## src/rtl/rv32i_dii_pkg.sv

```systemverilog
// Shared types and constants for the RVFI-DII instruction injector.
package rv32i_dii_pkg;

  typedef enum logic [1:0] {
    ST_IDLE,
    ST_INJECT,
    ST_DRAIN,
    ST_DONE
  } dii_state_e;

  localparam logic        DII_CMD_INSN = 1'b1;
  localparam logic        DII_CMD_END  = 1'b0;
  localparam logic [31:0] RV_NOP       = 32'h0000_0013;

endpackage

```

## src/rtl/rv32i_dii_fifo.sv

```systemverilog
// Synchronous show-ahead FIFO; the head entry is visible whenever not empty.
module rv32i_dii_fifo #(
  parameter int unsigned DEPTH = 8,
  parameter int unsigned WIDTH = 32
) (
  input  logic             clk,
  input  logic             rst_n,
  input  logic             clear,
  input  logic             push,
  input  logic [WIDTH-1:0] wdata,
  input  logic             pop,
  output logic [WIDTH-1:0] rdata,
  output logic             full,
  output logic             empty
);

  localparam int unsigned AW = $clog2(DEPTH);

  // Extra MSB on each pointer separates full from empty.
  logic [AW:0]      wr_ptr;
  logic [AW:0]      rd_ptr;
  logic [WIDTH-1:0] mem [DEPTH];

  always_ff @(posedge clk) begin
    if (!rst_n || clear) begin
      wr_ptr <= '0;
      rd_ptr <= '0;
    end else begin
      if (push && !full)
        wr_ptr <= wr_ptr + 1'b1;
      if (pop && !empty)
        rd_ptr <= rd_ptr + 1'b1;
    end
  end

  always_ff @(posedge clk) begin
    if (push && !full)
      mem[wr_ptr[AW-1:0]] <= wdata;
  end

  assign empty = (wr_ptr == rd_ptr);
  assign full  = (wr_ptr[AW] != rd_ptr[AW]) && (wr_ptr[AW-1:0] == rd_ptr[AW-1:0]);
  assign rdata = mem[rd_ptr[AW-1:0]];

endmodule

```

## src/rtl/rv32i_dii_injector.sv

```systemverilog
// RVFI-DII injector: buffers injected instructions, tracks retirement, halts at end-of-trace.
// Optional RV32I_DII_STATS_EN adds inj_count/ret_count statistics outputs.
module rv32i_dii_injector
  import rv32i_dii_pkg::*;
#(
  parameter int unsigned FIFO_DEPTH = 8,
  parameter int unsigned CNT_W      = 8
) (
  input  logic             clk,
  input  logic             rst_n,
  input  logic             dii_valid,
  output logic             dii_ready,
  input  logic             dii_cmd,
  input  logic [31:0]      dii_insn,
  input  logic             fetch_req,
  output logic             fetch_valid,
  output logic [31:0]      fetch_insn,
  input  logic             retire_valid,
  input  logic             unhalt,
  output logic             halt_req,
  output logic             trace_done,
  output logic [CNT_W-1:0] outstanding,
  output logic             protocol_err
`ifdef RV32I_DII_STATS_EN
  ,
  output logic [31:0]      inj_count,
  output logic [31:0]      ret_count
`endif
);

  dii_state_e       state_q, state_d;
  logic             fifo_full, fifo_empty;
  logic [31:0]      fifo_rdata;
  logic             accept, push, pop, restart;
  logic [CNT_W-1:0] cnt_d;
  logic             err_d;

  assign dii_ready   = !fifo_full && (state_q == ST_IDLE || state_q == ST_INJECT);
  assign accept      = dii_valid && dii_ready;
  assign push        = accept && (dii_cmd == DII_CMD_INSN);
  assign fetch_valid = !fifo_empty;
  assign fetch_insn  = fifo_empty ? RV_NOP : fifo_rdata;
  assign pop         = fetch_req && !fifo_empty;
  assign restart     = (state_q == ST_DONE) && unhalt;

  rv32i_dii_fifo #(
    .DEPTH(FIFO_DEPTH),
    .WIDTH(32)
  ) u_fifo (
    .clk   (clk),
    .rst_n (rst_n),
    .clear (restart),
    .push  (push),
    .wdata (dii_insn),
    .pop   (pop),
    .rdata (fifo_rdata),
    .full  (fifo_full),
    .empty (fifo_empty)
  );

  always_comb begin
    state_d = state_q;
    case (state_q)
      ST_IDLE:   if (accept) state_d = (dii_cmd == DII_CMD_INSN) ? ST_INJECT : ST_DRAIN;
      ST_INJECT: if (accept && dii_cmd == DII_CMD_END) state_d = ST_DRAIN;
      ST_DRAIN:  if (fifo_empty && outstanding == '0) state_d = ST_DONE;
      ST_DONE:   if (unhalt) state_d = ST_IDLE;
      default:   state_d = ST_IDLE;
    endcase
  end

  always_comb begin
    cnt_d = outstanding;
    err_d = protocol_err;
    case ({pop, retire_valid})
      2'b10: if (&outstanding) err_d = 1'b1; else cnt_d = outstanding + 1'b1;
      2'b01: if (outstanding == '0) err_d = 1'b1; else cnt_d = outstanding - 1'b1;
      default: ;
    endcase
    if (restart)
      cnt_d = '0;
  end

  // halt_req/trace_done are registered from the next state so they align with DONE.
  always_ff @(posedge clk) begin
    if (!rst_n) begin
      state_q      <= ST_IDLE;
      outstanding  <= '0;
      protocol_err <= 1'b0;
      halt_req     <= 1'b0;
      trace_done   <= 1'b0;
    end else begin
      state_q      <= state_d;
      outstanding  <= cnt_d;
      protocol_err <= err_d;
      halt_req     <= (state_d == ST_DONE);
      trace_done   <= (state_d == ST_DONE) && (state_q != ST_DONE);
    end
  end

`ifdef RV32I_DII_STATS_EN
  always_ff @(posedge clk) begin
    if (!rst_n || restart) begin
      inj_count <= '0;
      ret_count <= '0;
    end else begin
      if (pop && !(&inj_count))
        inj_count <= inj_count + 1'b1;
      if (retire_valid && !(&ret_count))
        ret_count <= ret_count + 1'b1;
    end
  end
`endif

endmodule

```

## config.mk

```make
export PLATFORM = sky130hd
export DESIGN_NAME = rv32i_dii_injector
export DESIGN_NICKNAME = d
export VERILOG_FILES = /design/src/rtl/rv32i_dii_pkg.sv /design/src/rtl/rv32i_dii_fifo.sv /design/src/rtl/rv32i_dii_injector.sv
export SDC_FILE = /design/constraint.sdc
export NUM_CORES = 1
export LEC_CHECK = 0
export ABC_AREA = 1
export CAP_MARGIN = 10
export CORE_MARGIN = 1
export CORE_UTILIZATION = 37
export DETAILED_ROUTE_END_ITERATION = 10
export SYNTH_ARGS = -nofsm -noshare
export SYNTH_HDL_FRONTEND = slang
export SYNTH_SLANG_ARGS = --single-unit
```

## constraint.sdc

```tcl
create_clock -name clk -period 3.53 [get_ports clk]
set_input_delay 0.353 -clock clk [delete_from_list [all_inputs] [get_ports clk]]
set_output_delay 0.353 -clock clk [all_outputs]
set_load 0.02 [all_outputs]
```

==> results by group <==
Run status
  • Status: complete, no violations

Timing
  • Clock skew: 0.0185 ns
  • Final Slew Violations: 0
  • Max_slew headroom: 0.513
  • Fin. Hold Viols: 0
  • Setup violations, final: 0
  • Final TNS setup: 0 ns
  • RSZ-0062 raised after global routing: false
  • Tcrit/Tclk final: 0.936
  • Post-route minimum period: 3.31 ns
  • Max Freq: 0.303 GHz
  • Worst slew pin tran: 0.731 ns
  • Hold WS: 0.476 ns

Die
  • Starting Density: 0.380
  • Die Y: 178 microns
  • Die Span X: 178 microns
  • CORE AREA: 30000 sq um
  • IO Pins: 84
  • Full die area: 31600 sq um
  • # rows: 63

Place
  • Port bufs: 83
  • RD Place Congestion: 0.858
  • DP HPWL: 14500 microns

GRT
  • Initial antenna violation count: 1
  • Vias in the first global route: 7363
  • Largest net degree at the start of global routing: 129
  • All-Layer GR Usage: 0.173
  • Global-route wire length before repair: 41700 microns
  • GRT overflow: 0

Final layout
  • Nets: 1093
  • Layout Utilization: 0.461
  • Layout cells sized above 1: 0.0934
  • Antenna diode instance count: 0
  • Area grow syn2layout: 21.1%

Synth
  • Count of cell types in the netlist: 36
  • Syn Std Cell Area: 11400 sq um
  • Cells after synthesis: 964
  • Syn_nets: 1009
  • Seq/Total Area, Yosys: 0.715
  • Synth warnings: 0
  • Yosys reg bits: 280
  • Synth Area per Inst: 11.9 sq um

Route
  • # DRC: 0
  • Antenna-violating nets left: 0
  • DR vias/cell: 5.17
  • Initial DRC count: 590
  • Vias: 7558
  • Routed wire length: 26900 microns
  • WL/cell: 18.4 microns
  • Drt first pass iters: 5

Clocking
  • TritonCTS clock tree: yes
  • H-tree levels: 1
  • Maximum clock path buffer count: 3
  • CTS buffer count: 29
  • Clk root buf: clkbuf_16
  • Worst skew pair latency: 0.55 ns
  • Clock slew seen by the registers of the worst setup and hold paths: 0.06 ns
  • CTS resizes: 0
  • Post-CTS setup buffers: 0
  • CTS sink count: 280
  • Post-CTS Hold Buffers: 0

Worst hold path
  • Hold Crit Class: in2reg

Worst setup path
  • Max FO, Critical Path: 64
  • Arrival time worst endpoint: 2.95 ns
  • Reg2reg setup slack: 0.93 ns
  • Worst path required time: 3.18 ns
  • CP startpoint kind: register
  • Setup CP Type: reg2out
  • Crit. End Element: output pin

Power and ir drop
  • Seq pwr share: 0.426
  • Switch share: 0.280
  • Net Switching: 2470 uW
  • Peak VDD IR: 0.000394 V
  • Clock share of power: 0.371
  • Cell internal pwr: 6360 uW
  • PwrDens: 638 nW/um^2
  • Logic pwr share: 0.204
  • Leakage power: 0.00481 uW

Run
  • Max_cap viols: 0
## Yosys cell counts
master / n / area, sq um
edfxtp_1: 256 / 7690
nor2_1: 144 / 541
nand2_1: 138 / 518
o21ai_0: 127 / 636
o22ai_1: 58 / 363
a21oi_1: 57 / 285
inv_1: 38 / 143
clkbuf_1: 26 / 97.6
dfxtp_1: 24 / 480
buf_2: 18 / 90.1
nand3_1: 17 / 85.1
buf_4: 7 / 52.6
a221o_1: 6 / 60.1
ha_1: 6 / 75.1
nand4_1: 6 / 37.5
xor2_1: 6 / 52.6
xnor2_1: 4 / 35.0
inv_2: 3 / 11.3
nand2_2: 3 / 18.8
buf_1: 2 / 7.51
clkbuf_2: 2 / 10.0
nor2_4: 2 / 22.5
a21oi_2: 1 / 8.76
a31oi_1: 1 / 6.26
and2_1: 1 / 6.26
and3_1: 1 / 6.26
clkinv_1: 1 / 3.75
nand3_2: 1 / 10.0
nor2_2: 1 / 6.26
nor3_2: 1 / 10.0
nor3_4: 1 / 16.3
o21a_1: 1 / 7.51
o21ai_1: 1 / 5.00
o21ai_2: 1 / 8.76
o21bai_1: 1 / 7.51
xor2_2: 1 / 16.3
## layout by cell type, fill, tap and decap left out, drive strengths merged
cell type	netlist	final
clkbuf	28	36
o21bai	1	1
a221o	6	6
xor2	7	7
edfxtp	256	256
a31oi	1	1
a21oi	58	58
bufinv	0	5
inv	41	42
clkinvlp	0	2
nand3	18	18
ha	6	6
o21a	1	1
nor2	147	147
clkdlybuf4s50	0	83
o21ai	129	129
and3	1	1
buf	27	25
o22ai	58	58
dfxtp	24	24
nand2	141	141
and2	1	1
xnor2	4	4
nor3	2	2
nand4	6	6
clkinv	1	11
## worst max-delay path: stages (launching register included)
cell	delay, ns
dfxtp_2	0.33
buf_4	0.57
o21ai_0	0.20
o22ai_1	0.19
nand2_1	0.07
a21oi_1	0.35
clkdlybuf4s50_1	0.68
## kinds of logic (layout without fill, tap and decap cells)
family | after synthesis | count (layout) | share of synthesized area
buf+inv | 97 | 204 | 0.0364
simple gates | 316 | 316 | 0.112
xor+xnor | 11 | 11 | 0.00909
flops | 280 | 280 | 0.715
fa+ha+maj | 6 | 6 | 0.00657
compound gates | 254 | 254 | 0.121
## state kept, by name, summed over array words and instances, names as in the netlist, named ones only
name,flops
u_fifo.rd_ptr,4
protocol_err,1
u_fifo.wr_ptr,4
halt_req,1
outstanding,8
trace_done,1
state_q,2
u_fifo.mem,256
## layout make-up
| cell class | count | area, sq um |
|---|---|---|
| clock buffers | 36 | 812 |
| well taps | 390 | 488 |
| repair buffers | 108 | 1070 |
| fillers | 2696 | 16200 |
| inverters | 42 | 159 |
| flip-flops and latches | 280 | 8170 |
| multi-input cells | 587 | 2900 |
| clock inverters | 18 | 239 |
## per-stage QoR
step	cells	worst slack [ns]	total power (uW)	cell area (sq um)
4_1_cts	1461	0.216	8900	13800
5_1_grt	1461	0.0183	9240	13800
3_5_place_dp	1407	0.815	5630	12800
2_1_floorplan	964	0.632	4930	11400
6_report	1461	0.225	8830	13800
3_3_place_gp	1407	0.834	5620	12800
## path summary, 6_finish.rpt
| path | startpoint | endpoint | cells after the start |
|---|---|---|---|
| worst max register to register | u_fifo.wr_ptr[1] | outstanding[6] | 17 |
| worst min register to register | protocol_err | protocol_err | 1 |
| worst min-delay path | rst_n | state_q[0] | 3 |
| worst max-delay path | register | fetch_insn[20] | 6 |
## layer usage
metal  track usage  part of all wire
met5             0                 0
met2         0.282              0.47
met4        0.0484             0.022
met1         0.236              0.45
met3        0.0304             0.055
## power by group through the flow
stage / registers [uW] / logic (uW) / clock network (uW)
floorplan: 3850 / 1080 / 0
global placement: 3830 / 1790 / 0
detailed placement: 3830 / 1810 / 0
CTS: 3760 / 1810 / 3330
global route: 3770 / 2000 / 3470
finish: 3760 / 1800 / 3270
Power figures use the tool's default switching activity.
